### config.mk
export PLATFORM = sky130hd
export DESIGN_NAME = spi_read_arbiter
export DESIGN_NICKNAME = d
export VERILOG_FILES = /design/src/rtl/spi_read_arbiter.sv
export SDC_FILE = /design/constraint.sdc
export NUM_CORES = 1
export LEC_CHECK = 0
export CAP_MARGIN = 20
export CELL_PAD_IN_SITES_DETAIL_PLACEMENT = 1
export CELL_PAD_IN_SITES_GLOBAL_PLACEMENT = 1
export CORE_MARGIN = 2
export CORE_UTILIZATION = 38
export CTS_CLUSTER_DIAMETER = 30
export DETAILED_ROUTE_END_ITERATION = 8
export GPL_ROUTABILITY_DRIVEN = 0
export PLACE_DENSITY_LB_ADDON = 0.08
export SYNTH_ARGS = -nofsm -noshare
export SYNTH_HDL_FRONTEND = slang
export SYNTH_SLANG_ARGS = --single-unit
export TNS_END_PERCENT = 10
### constraint.sdc
create_clock -name i_clk -period 4.6 [get_ports i_clk]
set_clock_uncertainty 0.15 [all_clocks]
set_input_delay 0.92 -clock i_clk [delete_from_list [all_inputs] [get_ports i_clk]]
set_output_delay 0.92 -clock i_clk [all_outputs]
set_load 0.02 [all_outputs]
### src/rtl/spi_read_arbiter.sv
// rtl/spi_read_arbiter.sv - round-robin arbiter sharing one SPI flash read port among NUM_REQ requesters
module spi_read_arbiter #(
    parameter int NUM_REQ = 4,
    parameter int ADDR_W  = 24,
    parameter int TIMEOUT = 1023
) (
    input  logic                      i_clk,
    input  logic                      i_reset,
    input  logic [NUM_REQ-1:0]        i_req,
    input  logic [NUM_REQ*ADDR_W-1:0] i_req_addr,
    output logic [NUM_REQ-1:0]        o_rd_done,
    output logic [NUM_REQ-1:0]        o_rd_err,
    output logic [7:0]                o_rd_data,
    output logic [NUM_REQ-1:0]        o_busy,
    output logic                      o_spi_start_read,
    output logic [ADDR_W-1:0]         o_spi_addr,
    input  logic                      i_spi_data_ready,
    input  logic [7:0]                i_spi_data
);
    localparam int PTR_W = (NUM_REQ > 1) ? $clog2(NUM_REQ) : 1;
    localparam int CNT_W = 10;

    typedef enum logic [1:0] {S_IDLE, S_ISSUE, S_WAIT, S_DONE} state_t;

    state_t               r_state;
    state_t               w_state_next;
    logic [PTR_W-1:0]     r_rr_ptr;
    logic [PTR_W-1:0]     r_owner;
    logic [PTR_W-1:0]     w_owner_next;
    logic [PTR_W-1:0]     w_winner;
    logic [PTR_W-1:0]     w_idx;
    logic                 w_found;
    logic                 w_timeout;
    logic [NUM_REQ-1:0]   r_pend;
    logic [NUM_REQ-1:0]   w_pend_next;
    logic [NUM_REQ-1:0]   w_grant_mask;
    logic [NUM_REQ-1:0]   w_busy_next;
    logic [ADDR_W-1:0]    r_addr_q [NUM_REQ];
    logic [CNT_W-1:0]     r_cnt;
    logic [NUM_REQ-1:0]   r_rd_done;
    logic [NUM_REQ-1:0]   r_rd_err;
    logic [7:0]           r_rd_data;
    logic [NUM_REQ-1:0]   r_busy;
    logic                 r_spi_start_read;
    logic [ADDR_W-1:0]    r_spi_addr;

    assign w_timeout = (r_cnt == CNT_W'(TIMEOUT));

    // First pending requester at or above rr_ptr, wrapping around.
    always_comb begin
        w_found  = 1'b0;
        w_winner = '0;
        w_idx    = '0;
        for (int k = 0; k < NUM_REQ; k++) begin
            w_idx = PTR_W'((int'(r_rr_ptr) + k) % NUM_REQ);
            if (!w_found && r_pend[w_idx]) begin
                w_found  = 1'b1;
                w_winner = w_idx;
            end
        end
    end

    always_comb begin
        w_state_next = r_state;
        case (r_state)
            S_IDLE:  if (w_found) w_state_next = S_ISSUE;
            S_ISSUE: w_state_next = S_WAIT;
            S_WAIT:  if (i_spi_data_ready || w_timeout) w_state_next = S_DONE;
            default: w_state_next = S_IDLE;
        endcase
    end

    // busy is registered, so it is computed from the next-cycle pend/state/owner.
    always_comb begin
        w_grant_mask = '0;
        w_owner_next = r_owner;
        if (r_state == S_IDLE && w_found) begin
            w_grant_mask = NUM_REQ'(1) << w_winner;
            w_owner_next = w_winner;
        end
        w_pend_next = (r_pend & ~w_grant_mask) | i_req;
        w_busy_next = w_pend_next;
        if (w_state_next != S_IDLE) begin
            w_busy_next = w_pend_next | (NUM_REQ'(1) << w_owner_next);
        end
    end

    always_ff @(posedge i_clk or negedge i_reset) begin
        if (!i_reset) begin
            r_state          <= S_IDLE;
            r_rr_ptr         <= '0;
            r_owner          <= '0;
            r_pend           <= '0;
            r_cnt            <= '0;
            r_rd_done        <= '0;
            r_rd_err         <= '0;
            r_rd_data        <= 8'h00;
            r_busy           <= '0;
            r_spi_start_read <= 1'b0;
            r_spi_addr       <= '0;
            for (int i = 0; i < NUM_REQ; i++) begin
                r_addr_q[i] <= '0;
            end
        end else begin
            r_state          <= w_state_next;
            r_owner          <= w_owner_next;
            r_pend           <= w_pend_next;
            r_busy           <= w_busy_next;
            r_spi_start_read <= 1'b0;
            r_rd_done        <= '0;
            r_rd_err         <= '0;
            for (int i = 0; i < NUM_REQ; i++) begin
                if (i_req[i]) begin
                    r_addr_q[i] <= i_req_addr[i*ADDR_W +: ADDR_W];
                end
            end
            case (r_state)
                S_IDLE: begin
                    if (w_found) begin
                        r_spi_addr       <= r_addr_q[w_winner];
                        r_rr_ptr         <= (w_winner == PTR_W'(NUM_REQ - 1)) ? '0 : w_winner + 1'b1;
                        r_spi_start_read <= 1'b1;
                    end
                end
                S_ISSUE: begin
                    r_cnt <= '0;
                end
                S_WAIT: begin
                    if (i_spi_data_ready) begin
                        r_rd_data <= i_spi_data;
                        r_rd_done <= NUM_REQ'(1) << r_owner;
                    end else if (w_timeout) begin
                        r_rd_data <= 8'h00;
                        r_rd_err  <= NUM_REQ'(1) << r_owner;
                    end else begin
                        r_cnt <= r_cnt + 1'b1;
                    end
                end
                default: begin
                end
            endcase
        end
    end

    assign o_rd_done        = r_rd_done;
    assign o_rd_err         = r_rd_err;
    assign o_rd_data        = r_rd_data;
    assign o_busy           = r_busy;
    assign o_spi_start_read = r_spi_start_read;
    assign o_spi_addr       = r_spi_addr;
endmodule

==> out/results.ini, run 1 <==
[status]
outcome = complete, no violations

[grt]
grt_max_degree = 113
grt_pass1_wl_um = 31360
antenna_found_initial = 0
grt_util_all_layers = 0.2081
grt_pass1_vias = 5560
grt_overflow_total = 0

[yosys]
ys_async_sr_fraction = 1.000
ys_types = 43
ys.flop_type = dfrtp_1
synth_area_leader_cell = dfrtp_1
netlist_instances = 543
syn_nets = 660
ys_seq_area_frac = 0.5713
syn-mean-instance-area_um2 = 12.99
synth_seq_cells = 161
synth_area_leaders = dfrtp_1, mux2_2, mux2_4
yosysMostFrequentCell = dfrtp_1
netlist_area_mm2 = 0.007052
yosysWarningCount = 0
synthTopCellsByCount = dfrtp_1, mux2_2, nand3_1, o21ai_0, a21oi_1
synth_edf_count = 0
synth_top_area_frac = 0.5713

[worst_setup_path]
critPathTopFamily = simple AND/OR/NAND/NOR gates
cp_slowest_cell = nor2_4
crit_path_cell_trace = mux2i_1 -> o2bb2ai_2 -> buf_8 -> nor2_4 -> mux2_2 -> a221o_1
start_kind = flop
cp.required_ns = 4.75
crit_path_end_kind = flop
worstPathMaxFanout = 25
arrival_ns = 3.25
critPathKind = flop to flop
crit_buf_inv = 1
critical-path-max-stage-delay_ns = 0.81

[detailed_routing]
drtIter0Drc = 170
avgRoutedWirePerCell_um = 21.04
num_vias = 4977
vias_per_cell = 5.329
routed_wl_um = 19650
ant_nets = 0
dr.pass1.iters = 4
drcViolationCount = 0

[flow_run]
maxCapViolCount = 0

[timing]
fmax_ghz = 0.3224
drv_slew = 0
tightest_slew_ns = 1.082
period_share = 0.6742
rsz0062_at_grt = no
relSlewSlack = 0.2766
period_needed_ns = 3.101
setup_tns_ns = 0
final_hold_viol_count = 0
setup_viol = 0

[clocking]
ctsHoldBuffers = 0
cts_tree = yes
post_cts_buffers = 0
cts_made_buffers = 17
clock-sinks = 161
clk_path_buf_depth = 2
clk_pin_slew_ns = 0.06
root_buffer = clkbuf_16
cts-resized-gates = 0
insertion_delay_ns = 0.42
cts.htree.levels = 4

[cells_and_area]
final_nets = 810
multiInputGateArea_mm2 = 0.002840
syn2layout_area_growth_pct = 33.85
final-seq-area_mm2 = 0.004029
fillers = 1833
drive_above_1_share = 0.2440
antennaDiodeCount = 0

[pwr]
cellPowerDensity_mw_per_mm2 = 608.4
power_leakage_uw = 0.003928
totalPowerFinal_uw = 5743
peakVddDrop_mv = 0.2903

[die]
row_count = 49
core_area_mm2 = 0.01809
die-area_mm2 = 0.01966
die_w_um = 140.2
die_y_um = 140.2
start_util = 0.3899
io_pins = 156

[hold_path]
worstHoldPathType = input pin to asynchronous set/reset pin

[placement]
detailed_place_hpwl_um = 13710
portBuffers = 155

-- through the flow --
step	area (um^2)	utilization	setup WS [ns]	instances	hold slack, ns
finish	9439	0.5219	1.499	934	0.3175
global route	9439	0.5219	1.342	934	0.3507
CTS	9407	0.5201	1.470	932	0.3566
detailed placement	8826	0.4880	1.479	901	0.3401
global placement	8811	0.4872	1.507	900	0.3326
floorplan	7052	-	2.455	543	0.3241
-- logic make-up after synthesis --
family                   after synthesis  share of synthesized area
AND/OR/NAND/NOR                       94                    0.06405
flip-flops                           161                     0.5713
adder cells (fa/ha/maj)                6                    0.01065
XOR/XNOR                               7                   0.008694
buffers and inverters                 43                    0.02839
AO/OA/AOI/OAI                        110                     0.1123
multiplexers                         122                     0.2046
-- per-layer routing --
layer,global-route usage,vias up,part of all wire
li1,-,2283,-
met1,0.2563,2586,0.42
met2,0.3725,95,0.53
met3,0.04684,13,0.040
met4,0.04891,0,0.011
met5,0,-,0
-- where the power goes --
part | switching, uW | leakage (uW) | total, uW | internal (uW)
Clock | 599 | 0.000269 | 1400 | 804
Sequential | 232 | 0.00193 | 1950 | 1720
Combinational | 1260 | 0.00173 | 2390 | 1130
Total | 2090 | 0.00393 | 5740 | 3650
-- cell type report --
cell class | count | share of cell area
multi-input cells | 339 | 0.3009
well taps | 229 | 0.03036
inverters | 8 | 0.003181
clock inverters | 14 | 0.01644
clock buffers | 17 | 0.04507
flip-flops and latches | 161 | 0.4268
repair buffers | 166 | 0.1772
-- registers in the layout (all words and copies together), names as in the netlist --
register,count
r_owner,2
o_rd_done,4
r_addr_q,96
o_rd_err,4
r_pend,4
o_rd_data,8
o_spi_start_read,1
o_busy,4
r_cnt,10
r_state,2
o_spi_addr,24
r_rr_ptr,2
-- placed cells by master, fill, tap and decap left out, drive strengths merged, types with 2 or more instances in the layout --
cell type / n
a221o: 24
or2: 2
and2: 2
buf: 12
a22o: 8
nor3: 4
o21bai: 4
nand3: 33
dfrtp: 161
bufinv: 2
nand2b: 5
clkdlybuf4s50: 154
a21oi: 28
a21o: 4
clkbuf: 17
clkinv: 2
nand2: 16
mux2i: 2
nor2b: 2
nor2: 26
mux2: 120
xnor2: 7
o21ai: 28
ha: 6
clkinvlp: 5
inv: 13
a211oi: 4
o31ai: 2
-- path summary, 6_finish.rpt --
path,cells past startpoint,to,slack (ns),from
setup reg to reg,6,o_spi_addr[2]$_DFFE_PN0P_,1.50,r_pend[3]$_DFF_PN0_
hold / removal,1,o_rd_done[2]$_DFF_PN0_,0.32,i_reset
setup / recovery,6,o_spi_addr[2]$_DFFE_PN0P_,1.50,r_pend[3]$_DFF_PN0_
min in group i_clk,1,r_addr_q[34]$_DFFE_PN0P_,0.36,r_addr_q[34]$_DFFE_PN0P_
max in group asynchronous,3,r_addr_q[72]$_DFFE_PN0P_,2.95,i_reset
hold reg to reg,1,r_addr_q[34]$_DFFE_PN0P_,0.36,r_addr_q[34]$_DFFE_PN0P_
Note: power is estimated with default switching activity, not from simulation.
==> run 2, diff against run 1 <==
clock period = 2.87 ns   (was 4.6 ns; I/O delays follow)
==> out/results.ini, run 2 (same netlist as run 1, synthesis figures left out) <==
[status]
outcome = complete, no violations

[worst_setup_path]
critPathTopFamily = multiplexers
worstPathMaxFanout = 21  ; -16%
crit_path_cell_trace = mux2i_1 -> o2bb2ai_2 -> nor2_4 -> buf_12 -> mux2_2 -> a221o_1
critical-path-max-stage-delay_ns = 0.53  ; -0.28 ns
crit_path_end_kind = flop
cp_slowest_cell = dfrtp_1
cp.required_ns = 3.03  ; -1.72 ns
arrival_ns = 2.51  ; -0.74 ns
start_kind = flop
crit_buf_inv = 1  ; unchanged
critPathKind = flop to flop
reg2reg_slack_ns = 0.52  ; -0.98 ns

[clocking]
cts_made_buffers = 17  ; unchanged
cts_tree = yes
clk_pin_slew_ns = 0.06  ; about the same
insertion_delay_ns = 0.42  ; about the same
clk_path_buf_depth = 2  ; unchanged
root_buffer = clkbuf_16
cts-resized-gates = 0  ; unchanged
cts.htree.levels = 4  ; unchanged
clock-sinks = 161  ; unchanged

[grt]
grt_util_all_layers = 0.2063  ; -0.001833
antenna_found_initial = 1  ; +1
grt_max_degree = 73  ; -35%
grt_overflow_total = 0  ; unchanged
grt_pass1_vias = 5590  ; +0.54%
grt_pass1_wl_um = 31190  ; -0.53%

[timing]
period_share = 0.8206  ; +0.1463
setup_viol = 0  ; unchanged
setup_tns_ns = 0  ; unchanged
relSlewSlack = 0.4135  ; +0.1369
holdWs_ns = 0.3517  ; +0.03416 ns
fmax_ghz = 0.4246  ; +32%
period_needed_ns = 2.355  ; -0.7464 ns
final_hold_viol_count = 0  ; unchanged
drv_slew = 0  ; unchanged
tightest_slew_ns = 0.8797  ; -0.2023 ns
rsz0062_at_grt = no
finalWorstSetupSlack_ns = 0.5150  ; -0.9836 ns

[pwr]
p_clk_frac = 0.240  ; -0.004
pwr-share-comb = 0.421  ; +0.005
cellPowerDensity_mw_per_mm2 = 973.4  ; +60%
power_leakage_uw = 0.003953  ; +0.64%
p_sw_frac = 0.3666  ; +0.002220
seq_power_share = 0.340  ; about the same
peakVddDrop_mv = 0.4543  ; +57%
intPower_uw = 5842  ; +60%
p_switching_uw = 3381  ; +62%

[placement]
dp_slack_ns = 0.5153  ; -0.9636 ns
detailed_place_hpwl_um = 13670  ; -0.28%
portBuffers = 155  ; unchanged
placed_area_mm2 = 0.008889  ; +0.71%

[die]
io_pins = 156  ; unchanged
core_area_mm2 = 0.01809  ; unchanged
die_y_um = 140.2  ; unchanged
die-area_mm2 = 0.01966  ; unchanged
start_util = 0.3899  ; unchanged
die_w_um = 140.2  ; unchanged
row_count = 49  ; unchanged

[cells_and_area]
layout_common_cells = dfrtp_1, clkdlybuf4s50_1, mux2_2, nand3_1, o21ai_0
top_register = r_addr_q
finish.utilization = 0.5239  ; +0.002006
syn2layout_area_growth_pct = 34.37
final_nets = 816  ; +0.74%
fin_area_mm2 = 0.009475  ; +0.38%
fillers = 1857  ; +1.3%
layout_commonest_cell = dfrtp_1
largest_reg_flops = 96  ; unchanged
drive_above_1_share = 0.2486  ; +0.004624

[detailed_routing]
ant_nets = 0  ; unchanged
avgRoutedWirePerCell_um = 20.60  ; -2.1%
drtIter0Drc = 184  ; +8.2%
dr.pass1.iters = 4  ; unchanged
routed_wl_um = 19400  ; -1.3%
vias_per_cell = 5.339  ; +0.19%
drcViolationCount = 0  ; unchanged
num_vias = 5029  ; +1.0%

[flow_run]
maxCapViolCount = 0  ; unchanged

[hold_path]
worstHoldPathType = flop to flop

## run 2: cell count changes in the layout (fill, tap and decap cells not counted), sizes merged
cell,before,now
clkbuf,17,19
clkinvlp,5,4
dlygate4sd3,0,1
buf,12,17
diode,0,1
inv,13,14
bufinv,2,1
## run 2: power by group through the flow
| stage | registers (uW) | clock network [uW] | logic [uW] |
|---|---|---|---|
| 6_report | 3130 | 2210 | 3880 |
| 5_1_grt | 3200 | 2360 | 4200 |
| 4_1_cts | 3130 | 2270 | 3940 |
| 3_5_place_dp | 3160 | 0 | 3920 |
| 3_3_place_gp | 3140 | 0 | 3790 |
| 2_1_floorplan | 3340 | 0 | 2260 |
## run 2: cell type report
class,instances,area [um^2],share of cell area
flip-flops and latches,161,4029,0.4252
multi-input cells,339,2840,0.2997
repair buffers,172,1718,0.1813
clock buffers,19,442.9,0.04675
well taps,229,286.5,0.03024
clock inverters,13,126.4,0.01334
inverters,8,30.03,0.003169
diodes,1,2.502,0.0002641
## run 2: timing repair
action,4_1_cts,5_1_grt
setup buffers,0,0
hold endpoints to repair,43,0
setup endpoints to repair,0,0
hold buffers,1,0
## run 2: stage by stage
stage	cells	power (uW)
after global routing	942	9757
final	942	9223
after detailed placement	907	7081
after global placement	907	6934
after CTS	940	9349
after floorplan	543	5606
## run 2: path summary, 6_finish.rpt
| check | depth (start not counted) | start | to |
|---|---|---|---|
| worst max-delay path | 6 | r_pend[3]$_DFF_PN0_ | o_spi_addr[3]$_DFFE_PN0P_ |
| worst min-delay path | 1 | r_addr_q[29]$_DFFE_PN0P_ | r_addr_q[29]$_DFFE_PN0P_ |
| worst max register to register | 6 | r_pend[3]$_DFF_PN0_ | o_spi_addr[3]$_DFFE_PN0P_ |
| worst min register to register | 1 | r_addr_q[29]$_DFFE_PN0P_ | r_addr_q[29]$_DFFE_PN0P_ |
| max in group asynchronous | 3 | i_reset | r_addr_q[35]$_DFFE_PN0P_ |
| min in group asynchronous | 2 | i_reset | r_owner[1]$_DFF_PN0_ |
## run 2: layer usage
layer	vias to the layer above	global-route usage	part of all wire
li1	2278	-	-
met1	2617	0.2628	0.43
met2	111	0.3506	0.51
met3	23	0.04547	0.047
met4	0	0.06699	0.017
met5	-	0	0
==> run 3, diff against run 2 <==
CORE_UTILIZATION = 37   (was 38)
clock period = 2.1 ns   (was 2.87 ns; I/O delays follow)
==> out/results.ini, run 3 (same netlist as run 1, synthesis figures left out) <==
[timing]
fmax_ghz = 0.4705  ; +11%
relSlewSlack = 0.6415  ; +0.2280
holdWs_ns = 0.2993  ; -0.05234 ns
finalWorstSetupSlack_ns = -0.02549  ; -0.5405 ns
final_hold_viol_count = 0  ; unchanged
period_needed_ns = 2.125  ; -0.2295 ns
rsz0062_at_grt = yes
setup_viol = 11  ; +11
tightest_slew_ns = 0.5366  ; -0.3431 ns
drv_slew = 0  ; unchanged
period_share = 1.012  ; +0.1916

[clocking]
cts_tree = yes
cts.htree.levels = 4  ; unchanged
root_buffer = clkbuf_16
clk_pin_slew_ns = 0.06  ; about the same
cts_made_buffers = 17  ; unchanged
clk_path_buf_depth = 2  ; unchanged
clock-sinks = 161  ; unchanged
insertion_delay_ns = 0.42  ; about the same

[worst_setup_path]
rr_endpoint = o_spi_addr[21]$_DFFE_PN0P_
cp.required_ns = 2.26  ; -0.77 ns
arrival_ns = 2.28  ; -0.23 ns
reg2reg_slack_ns = -0.03  ; -0.54 ns
start_kind = flop
worstReg2RegStart = r_rr_ptr[1]$_DFFE_PN0P_
critPathKind = flop to flop
reg2reg_depth = 7  ; +1
crit_path_end_kind = flop
worstPathMaxFanout = 5  ; -76%

[cells_and_area]
top_register = r_addr_q
final_nets = 839  ; +2.8%
layout_commonest_cell = dfrtp_1
drive_above_1_share = 0.2871  ; +0.03848
finish.utilization = 0.5304  ; +0.006466
syn2layout_area_growth_pct = 40.68
layout_common_cells = dfrtp_1, clkdlybuf4s50_1, mux2_2, nand3_1, o21ai_0
largest_reg_flops = 96  ; unchanged
antennaDiodeCount = 0  ; -1

[pwr]
pwr-share-comb = 0.462  ; +0.041
p_switching_uw = 4962  ; +47%
p_sw_frac = 0.3584  ; -0.008137
power_leakage_uw = 0.004168  ; +5.4%
cellPowerDensity_mw_per_mm2 = 1395  ; +43%
intPower_uw = 8882  ; +52%
seq_power_share = 0.309  ; -0.031
p_clk_frac = 0.229  ; -0.011
peakVddDrop_mv = 0.6560  ; +44%

[die]
row_count = 50  ; +2.0%
die_w_um = 142.1  ; +1.3%
die-area_mm2 = 0.02018  ; +2.6%
io_pins = 156  ; unchanged
die_y_um = 142.1  ; +1.3%
start_util = 0.3770  ; -0.01291
core_area_mm2 = 0.01871  ; +3.4%

[placement]
detailed_place_hpwl_um = 14140  ; +3.4%
portBuffers = 155  ; unchanged

[grt]
grt_overflow_total = 0  ; unchanged
grt_pass1_wl_um = 31440  ; +0.78%
antenna_found_initial = 0  ; -1
grt_pass1_vias = 5554  ; -0.64%
grt_max_degree = 60  ; -18%
grt_util_all_layers = 0.2046  ; -0.001630

[detailed_routing]
dr.pass1.iters = 5  ; +1
drtIter0Drc = 200  ; +8.7%
highest_layer = met4
ant_nets = 0  ; unchanged
routed_wl_um = 20170  ; +3.9%
avgRoutedWirePerCell_um = 20.81  ; +1.0%
vias_per_cell = 5.254  ; -1.6%
wl_met3_um = 900  ; -2.3%
drcViolationCount = 0  ; unchanged
wl_met2_um = 10350  ; +4.5%
num_vias = 5091  ; +1.2%
m1WireLength_um = 8755  ; +6.2%

[status]
violations = negative setup slack
outcome = finished, violations left

[hold_path]
worstHoldPathType = input pin to asynchronous set/reset pin

[flow_run]
maxCapViolCount = 0  ; unchanged

run 3: cell types whose count changed in the layout (fill, tap and decap cells not counted), moves of 2 or more:
cell	change
buf_4	+11
buf_12	+8
dfrtp_1	-4
dfrtp_2	+4
inv_8	+3
mux2_2	-3
mux2_4	+3
a211oi_1	-2
a211oi_2	+2
buf_6	+2
clkbuf_16	+2
inv_6	-2
run 3: worst max-delay path, cell delays in order (launching register included):
cell,delay (ns)
dfrtp_2,0.44
mux2i_4,0.21
o2bb2ai_4,0.15
nor2_4,0.14
buf_12,0.15
clkbuf_16,0.15
mux2_4,0.30
a221o_1,0.30
run 3: what timing repair did:
item,4_1_cts,5_1_grt
endpoints found under the hold margin,28,0
resized for setup,4,16
hold buffers,1,0
endpoints found under the setup margin,23,30
pin swaps,2,13
buffers inserted,0,3
cloned,1,2
run 3: through the flow:
step                area [um^2]  worst slack [ns]  cells  total power [uW]  setup TNS [ns]
finish                     9921          -0.02549    969             13840         -0.1217
global placement           9117         -0.001702    930              9867       -0.001702
floorplan                  7052           0.05453    543              7661               0
detailed placement         9117          -0.09387    930             10070         -0.4467
CTS                        9763          -0.04094    964             13470         -0.1090
global route               9921          -0.08229    969             14610          -1.255
run 3: cell type report:
class,count,area (um^2)
inverters,8,30.03
fillers,1894,8785
repair buffers,195,2056
multi-input cells,339,2910
clock inverters,14,168.9
well taps,234,292.8
clock buffers,18,429.2
flip-flops and latches,161,4034
run 3: power groups by stage:
stage / clock (uW) / combinational (uW) / sequential, uW
after floorplan: 0 / 3090 / 4570
after global placement: 0 / 5590 / 4270
after detailed placement: 0 / 5780 / 4290
after CTS: 3240 / 5970 / 4260
after global routing: 3390 / 6860 / 4360
final: 3170 / 6400 / 4270
run 3: how the worst max path moves through the flow:
stage / start / end / slack (ns)
4_1_cts: r_rr_ptr[1]$_DFFE_PN0P_ / o_spi_addr[3]$_DFFE_PN0P_ / -0.04
6_report: r_rr_ptr[1]$_DFFE_PN0P_ / o_spi_addr[21]$_DFFE_PN0P_ / -0.03
3_3_place_gp: r_pend[1]$_DFF_PN0_ / o_spi_addr[3]$_DFFE_PN0P_ / -0.002
3_5_place_dp: i_spi_data_ready / r_cnt[7]$_DFFE_PN0P_ / -0.09
5_1_grt: r_rr_ptr[1]$_DFFE_PN0P_ / o_spi_addr[21]$_DFFE_PN0P_ / -0.08
2_1_floorplan: r_rr_ptr[1]$_DFFE_PN0P_ / o_spi_addr[10]$_DFFE_PN0P_ / 0.05
run 3: routing by layer:
layer / vias to the layer above / global-route usage
li1: 2330 / -
met1: 2636 / 0.2637
met2: 112 / 0.3466
met3: 13 / 0.05249
met4: 0 / 0.04895
met5: - / 0
==> edit 1 (flow settings as in run 2) <==
The 4 states of `state_t` get a one-hot encoding in 4 bits.
--- a/src/rtl/spi_read_arbiter.sv
+++ b/src/rtl/spi_read_arbiter.sv
@@ -20,7 +20,7 @@
     localparam int PTR_W = (NUM_REQ > 1) ? $clog2(NUM_REQ) : 1;
     localparam int CNT_W = 10;
 
-    typedef enum logic [1:0] {S_IDLE, S_ISSUE, S_WAIT, S_DONE} state_t;
+    typedef enum logic [3:0] {S_IDLE = 4'b0001, S_ISSUE = 4'b0010, S_WAIT = 4'b0100, S_DONE = 4'b1000} state_t;
 
     state_t               r_state;
     state_t               w_state_next;
Function: no difference found for any inputs over 4 cycles, from zero or initial values and one cycle with i_reset low; so few cycles prove little.
==> edit 1 against run 2 <==
- the flow now finishes with violations (negative hold slack)
- setup slack worse by 210 ps
- critical path type unchanged
- synthesized cell count is 3.3% higher
- sequential cell count up 2
- design area grew 0.50%
- via count is 0.46% higher
- synthesized area rose by 0.32%
- wire length up 1.7%
- final cell count increased by 1.3%
- fmax is 8.3% lower
- non-clock buffer count down 6
- largest cell class unchanged
- total power rose by 5.3%
- critical endpoint is now o_spi_addr[22]
- count of clock-buffer cells in the layout is 1 lower
- largest power group unchanged
==> edit 1: results (changes against run 2) <==
top post-synthesis cells by count: 162 x dfrtp_1, 96 x mux2_2, 65 x nand2_1 (was 161 x dfrtp_1, 101 x mux2_2, 33 x nand3_1)
Synth Net Count: 677 (was 660)
Hold Path Class: input pin to asynchronous set/reset pin (was register to register)
result of the run: finished with violations (was completed)
P_int: 6100 uW (was 5840 uW)
met1 Use GR: 28.1% (was 26.3%)
number of global-route vias before repair: 5671 (was 5590)
slowest stage cell, crit path: dfstp_2 (was dfrtp_1)
largest net degree at the start of global routing: 67 (was 73)
sequential element share of the synthesized area: 57.7% (was 57.1%)
VDD IR max: 0.492 mV (was 0.454 mV)
initial antenna violation count: 0 (was 1)
LEAKAGE: 0.00398 uW (was 0.00395 uW)
CP peak stage delay: 570 ps (was 530 ps)
Fillers: 1841 (was 1857)
fin nets: 829 (was 816)
Netlist cell types: 45 (was 43)
failing checks: negative hold slack
met2 routed WL: 9790 microns (was 9910 microns)
fraction of final layout cells sized beyond drive strength 1: 24.0% (was 24.9%)
final hold vios: 9 (was 0)
Iteration-0 DRC Markers: 227 (was 184)
Cells after DPL: 923 (was 907)
Post-DP Area: 8860 sq um (was 8890 sq um)
Fin Hold WS: -11.5 ps (was 352 ps)
global-route wire length before repair: 31700 microns (was 31200 microns)
top area cells in the synthesized netlist: dfrtp_1 57%, mux2_2 15%, nand2_1 3.4% (was dfrtp_1 57%, mux2_2 16%, mux2_4 4.0%)
met2 Use GR: 34.8% (was 35.1%)
WL per Instance: 20.7 microns (was 20.6 microns)
antenna cells: 0 (was 1)
-- edit 1: changes by cell type in the layout (fill, tap and decap cells not counted), moves of 24 or more --
cell and delta:
nand3_1 -29, a21oi_1 -26, a221o_1 -24, nand2_1 +49
and3_1 +25
-- edit 1: cell type report --
type / instances / area, sq um / share of cell area [%]
Timing Repair Buffer: 166 / 1650 / 17.4
Inverter: 9 / 33.8 / 0.355
Multi-Input combinational cell: 356 / 2810 / 29.5
Sequential cell: 163 / 4080 / 42.8
Tap cell: 229 / 287 / 3.01
Clock buffer: 18 / 429 / 4.51
Clock inverter: 13 / 234 / 2.46
-- edit 1: power groups by stage --
| stage | Combinational, uW | Clock [uW] | Sequential, uW |
|---|---|---|---|
| floorplan | 2260 | 0 | 3410 |
| global placement | 3890 | 0 | 3200 |
| detailed placement | 3970 | 0 | 3220 |
| CTS | 4010 | 2620 | 3180 |
| global route | 4310 | 2710 | 3240 |
| finish | 3960 | 2570 | 3180 |
-- edit 1: worst paths after layout --
path / startpoint / end / slack [ps] / depth (start not counted)
setup / recovery: r_state[0] / o_spi_addr[22] / 300 / 6
hold / removal: i_reset / o_rd_data[7] / -10 / 1
setup reg to reg: r_state[0] / o_spi_addr[22] / 300 / 6
hold reg to reg: r_addr_q[62] / r_addr_q[62] / 350 / 1
max in group asynchronous: i_reset / r_state[0] / 1770 / 2
min in group i_clk: r_addr_q[62] / r_addr_q[62] / 350 / 1
-- edit 1: logic make-up (layout without fill, tap and decap cells) --
logic type	Yosys count	count (layout)	synth area share [%]
compound gates	87	87	11.5
xor+xnor	7	7	0.867
fa+ha+maj	5	5	0.884
buf+inv	42	206	2.85
flops	163	163	57.7
mux	98	98	15.6
simple gates	159	159	10.6
==> edit 2 (flow settings as in run 2) <==
Made on the original files. Change the parameter `NUM_REQ` from 4 to 8.
--- a/src/rtl/spi_read_arbiter.sv
+++ b/src/rtl/spi_read_arbiter.sv
@@ -1,6 +1,6 @@
 // rtl/spi_read_arbiter.sv - round-robin arbiter sharing one SPI flash read port among NUM_REQ requesters
 module spi_read_arbiter #(
-    parameter int NUM_REQ = 4,
+    parameter int NUM_REQ = 8,
     parameter int ADDR_W  = 24,
     parameter int TIMEOUT = 1023
 ) (
Interface: changed (5 resized); port bits go from 156 to 268. The function was not compared with the original's and may differ.
==> edit 2 against run 2 <==
- the flow now finishes with violations (negative setup slack)
- critical path type unchanged
- worst hold slack got worse by 19 ps
- wire length rose by 130%
- sequential power rose by 64%
- clock power rose to 3.8 times the old value
- design area rose by 120%
- synthesized area rose by 87%
- sequential cell count rose by 114
- setup slack got worse by 1400 ps
- largest cell class unchanged
- total power rose to 2.7 times the old value
==> edit 2: results (changes against run 2) <==
result of the run: finished with violations (was completed)
failing checks: negative setup slack
Iteration-0 DRC Markers: 340 (was 184)
sequential element share of the synthesized area: 52.2% (was 57.1%)
CTS buffer count: 70 (was 17)
H-tree depth: 3 (was 4)
post-layout worst setup margin: -870 ps (was 515 ps)
Port-buffer cells: 267 (was 155)
met2 routed WL: 22400 microns (was 9910 microns)
M1 wire length: 18100 microns (was 8250 microns)
Via density: 5.21 (was 5.34)
Cells after DPL: 1746 (was 907)
post-synthesis compound-gate area fraction: 6.34% (was 11.2%)
fin nets: 1612 (was 816)
Adder-Cell Fraction of Synth Area: 0.759% (was 1.06%)
Post-Syn Area per Cell: 13.3 sq um (was 13.0 sq um)
fin util: 59.3% (was 52.4%)
maximum clock path buffer count: 3 (was 2)
Largest register FFs: 192 (was 96)
DPL Wire Length: 28700 microns (was 13700 microns)
final setup fails: 48 (was 0)
Post-DP Area: 17000 sq um (was 8890 sq um)
Fillers: 3312 (was 1857)
uppermost layer routed: met5 (was met4)
global-route wire length before repair: 66800 microns (was 31200 microns)
Hold Path Class: register to register (unchanged)
Post-Route WL: 44300 microns (was 19400 microns)
Crit path max-delay family: compound AO/OA/AOI/OAI gates (was multiplexers)
gr usage total: 24.6% (was 20.6%)
top post-synthesis cells by count: 275 x dfrtp_1, 230 x mux2_2, 123 x mux2i_1 (was 161 x dfrtp_1, 101 x mux2_2, 33 x nand3_1)
LEAKAGE: 0.00867 uW (was 0.00395 uW)
fraction of final layout cells sized beyond drive strength 1: 40.6% (was 24.9%)
Slew headroom: 38.0% (was 41.4%)
top area cells in the synthesized netlist: dfrtp_1 52%, mux2_2 20%, mux2i_1 9.3% (was dfrtp_1 57%, mux2_2 16%, mux2_4 4.0%)
Final TNS setup: -33800 ps (was 0 ps)
clock-pin slew on the worst setup and hold paths: 40 ps (was 60 ps)
worst-skew pair later-pin latency: 560 ps (was 420 ps)
post-synthesis mux area share: 32.1% (was 20.5%)
largest net degree at the start of global routing: 69 (was 73)
Synth Net Count: 1208 (was 660)
initial antenna violation count: 6 (was 1)
CP peak stage delay: 430 ps (was 530 ps)
crit path max fanout: 10 (was 21)
Worst Path Arrival: 4010 ps (was 2510 ps)
Vias: 9928 (was 5029)
[edit 2: cell types whose count changed in the layout (fill, tap and decap cells not counted), moves of 34 or more]
cell / delta
nand2_1: +34
mux2_2: +122
clkdlybuf4s50_1: +104
buf_4: +86
clkbuf_16: +56
mux2i_1: +96
dfrtp_1: +114
[edit 2: through the flow]
stage,setup slack [ps],total power [uW]
global route,-1010,25700
floorplan,-1040,10500
detailed placement,-1060,14100
CTS,-850,24300
finish,-870,24600
global placement,-899,13900
[edit 2: path summary, 6_finish.rpt]
| check | start | endpoint | slack, ps | cells after the start |
|---|---|---|---|---|
| max in group asynchronous | i_reset | r_addr_q[56] | 1340 | 3 |
| hold / removal | o_spi_addr[8] | o_spi_addr[8] | 330 | 2 |
| hold reg to reg | o_spi_addr[8] | o_spi_addr[8] | 330 | 2 |
| min in group asynchronous | i_reset | o_rd_data[6] | 390 | 2 |
| setup / recovery | r_rr_ptr[1] | o_spi_addr[1] | -870 | 16 |
| setup reg to reg | r_rr_ptr[1] | o_spi_addr[1] | -870 | 16 |
[edit 2: metal layers]
metal / vias to the layer above / track usage (%)
met3: 95 / 6.72
met5: - / 0
met4: 6 / 7.81
met2: 257 / 43.1
met1: 5121 / 29.4
li1: 4449 / -
[edit 2: repair_timing]
action	4_1_cts	5_1_grt
resized for setup	73	36
hold endpoints to repair	59	0
pin swaps	15	8
gates cloned	6	1
hold buffers	1	0
endpoints found under the setup margin	47	48
buffers inserted	22	1
[edit 2: cells by family (layout without fill, tap and decap cells)]
| logic type | count (synthesis) | after routing |
|---|---|---|
| mux | 372 | 372 |
| flops | 275 | 275 |
| buf+inv | 84 | 542 |
| xor+xnor | 12 | 12 |
| other cells | 0 | 3 |
| compound gates | 112 | 112 |
| fa+ha+maj | 8 | 8 |
| simple gates | 126 | 126 |
[edit 2: worst register-to-register path: stages, from the launching register on]
cell       delay, ps
dfrtp_1          430
inv_6             50
ha_4             330
buf_6            140
buf_12           120
mux2i_2          260
mux2i_2          150
o221a_2          330
o31a_1           340
nor3_2           190
o2bb2ai_4        160
buf_12           130
buf_12           120
buf_16           150
mux2_2           350
o22ai_2          130
o31ai_1          100
[edit 2: layout make-up]
cell class	instances	area share [%]
clock inverter	39	2.74
tap	455	2.79
multi-input combinational	630	31.1
clock buffer	87	9.55
antenna	3	0.0368
sequential	275	33.7
inverter	13	0.264
timing repair buffer	403	19.8
[edit 2: where the power goes]
part	leakage (uW)	internal, uW	switching, uW
logic	0.00419	5850	5280
clock network	0.00122	5870	2420
registers	0.00325	4560	570
total	0.00867	16300	8270
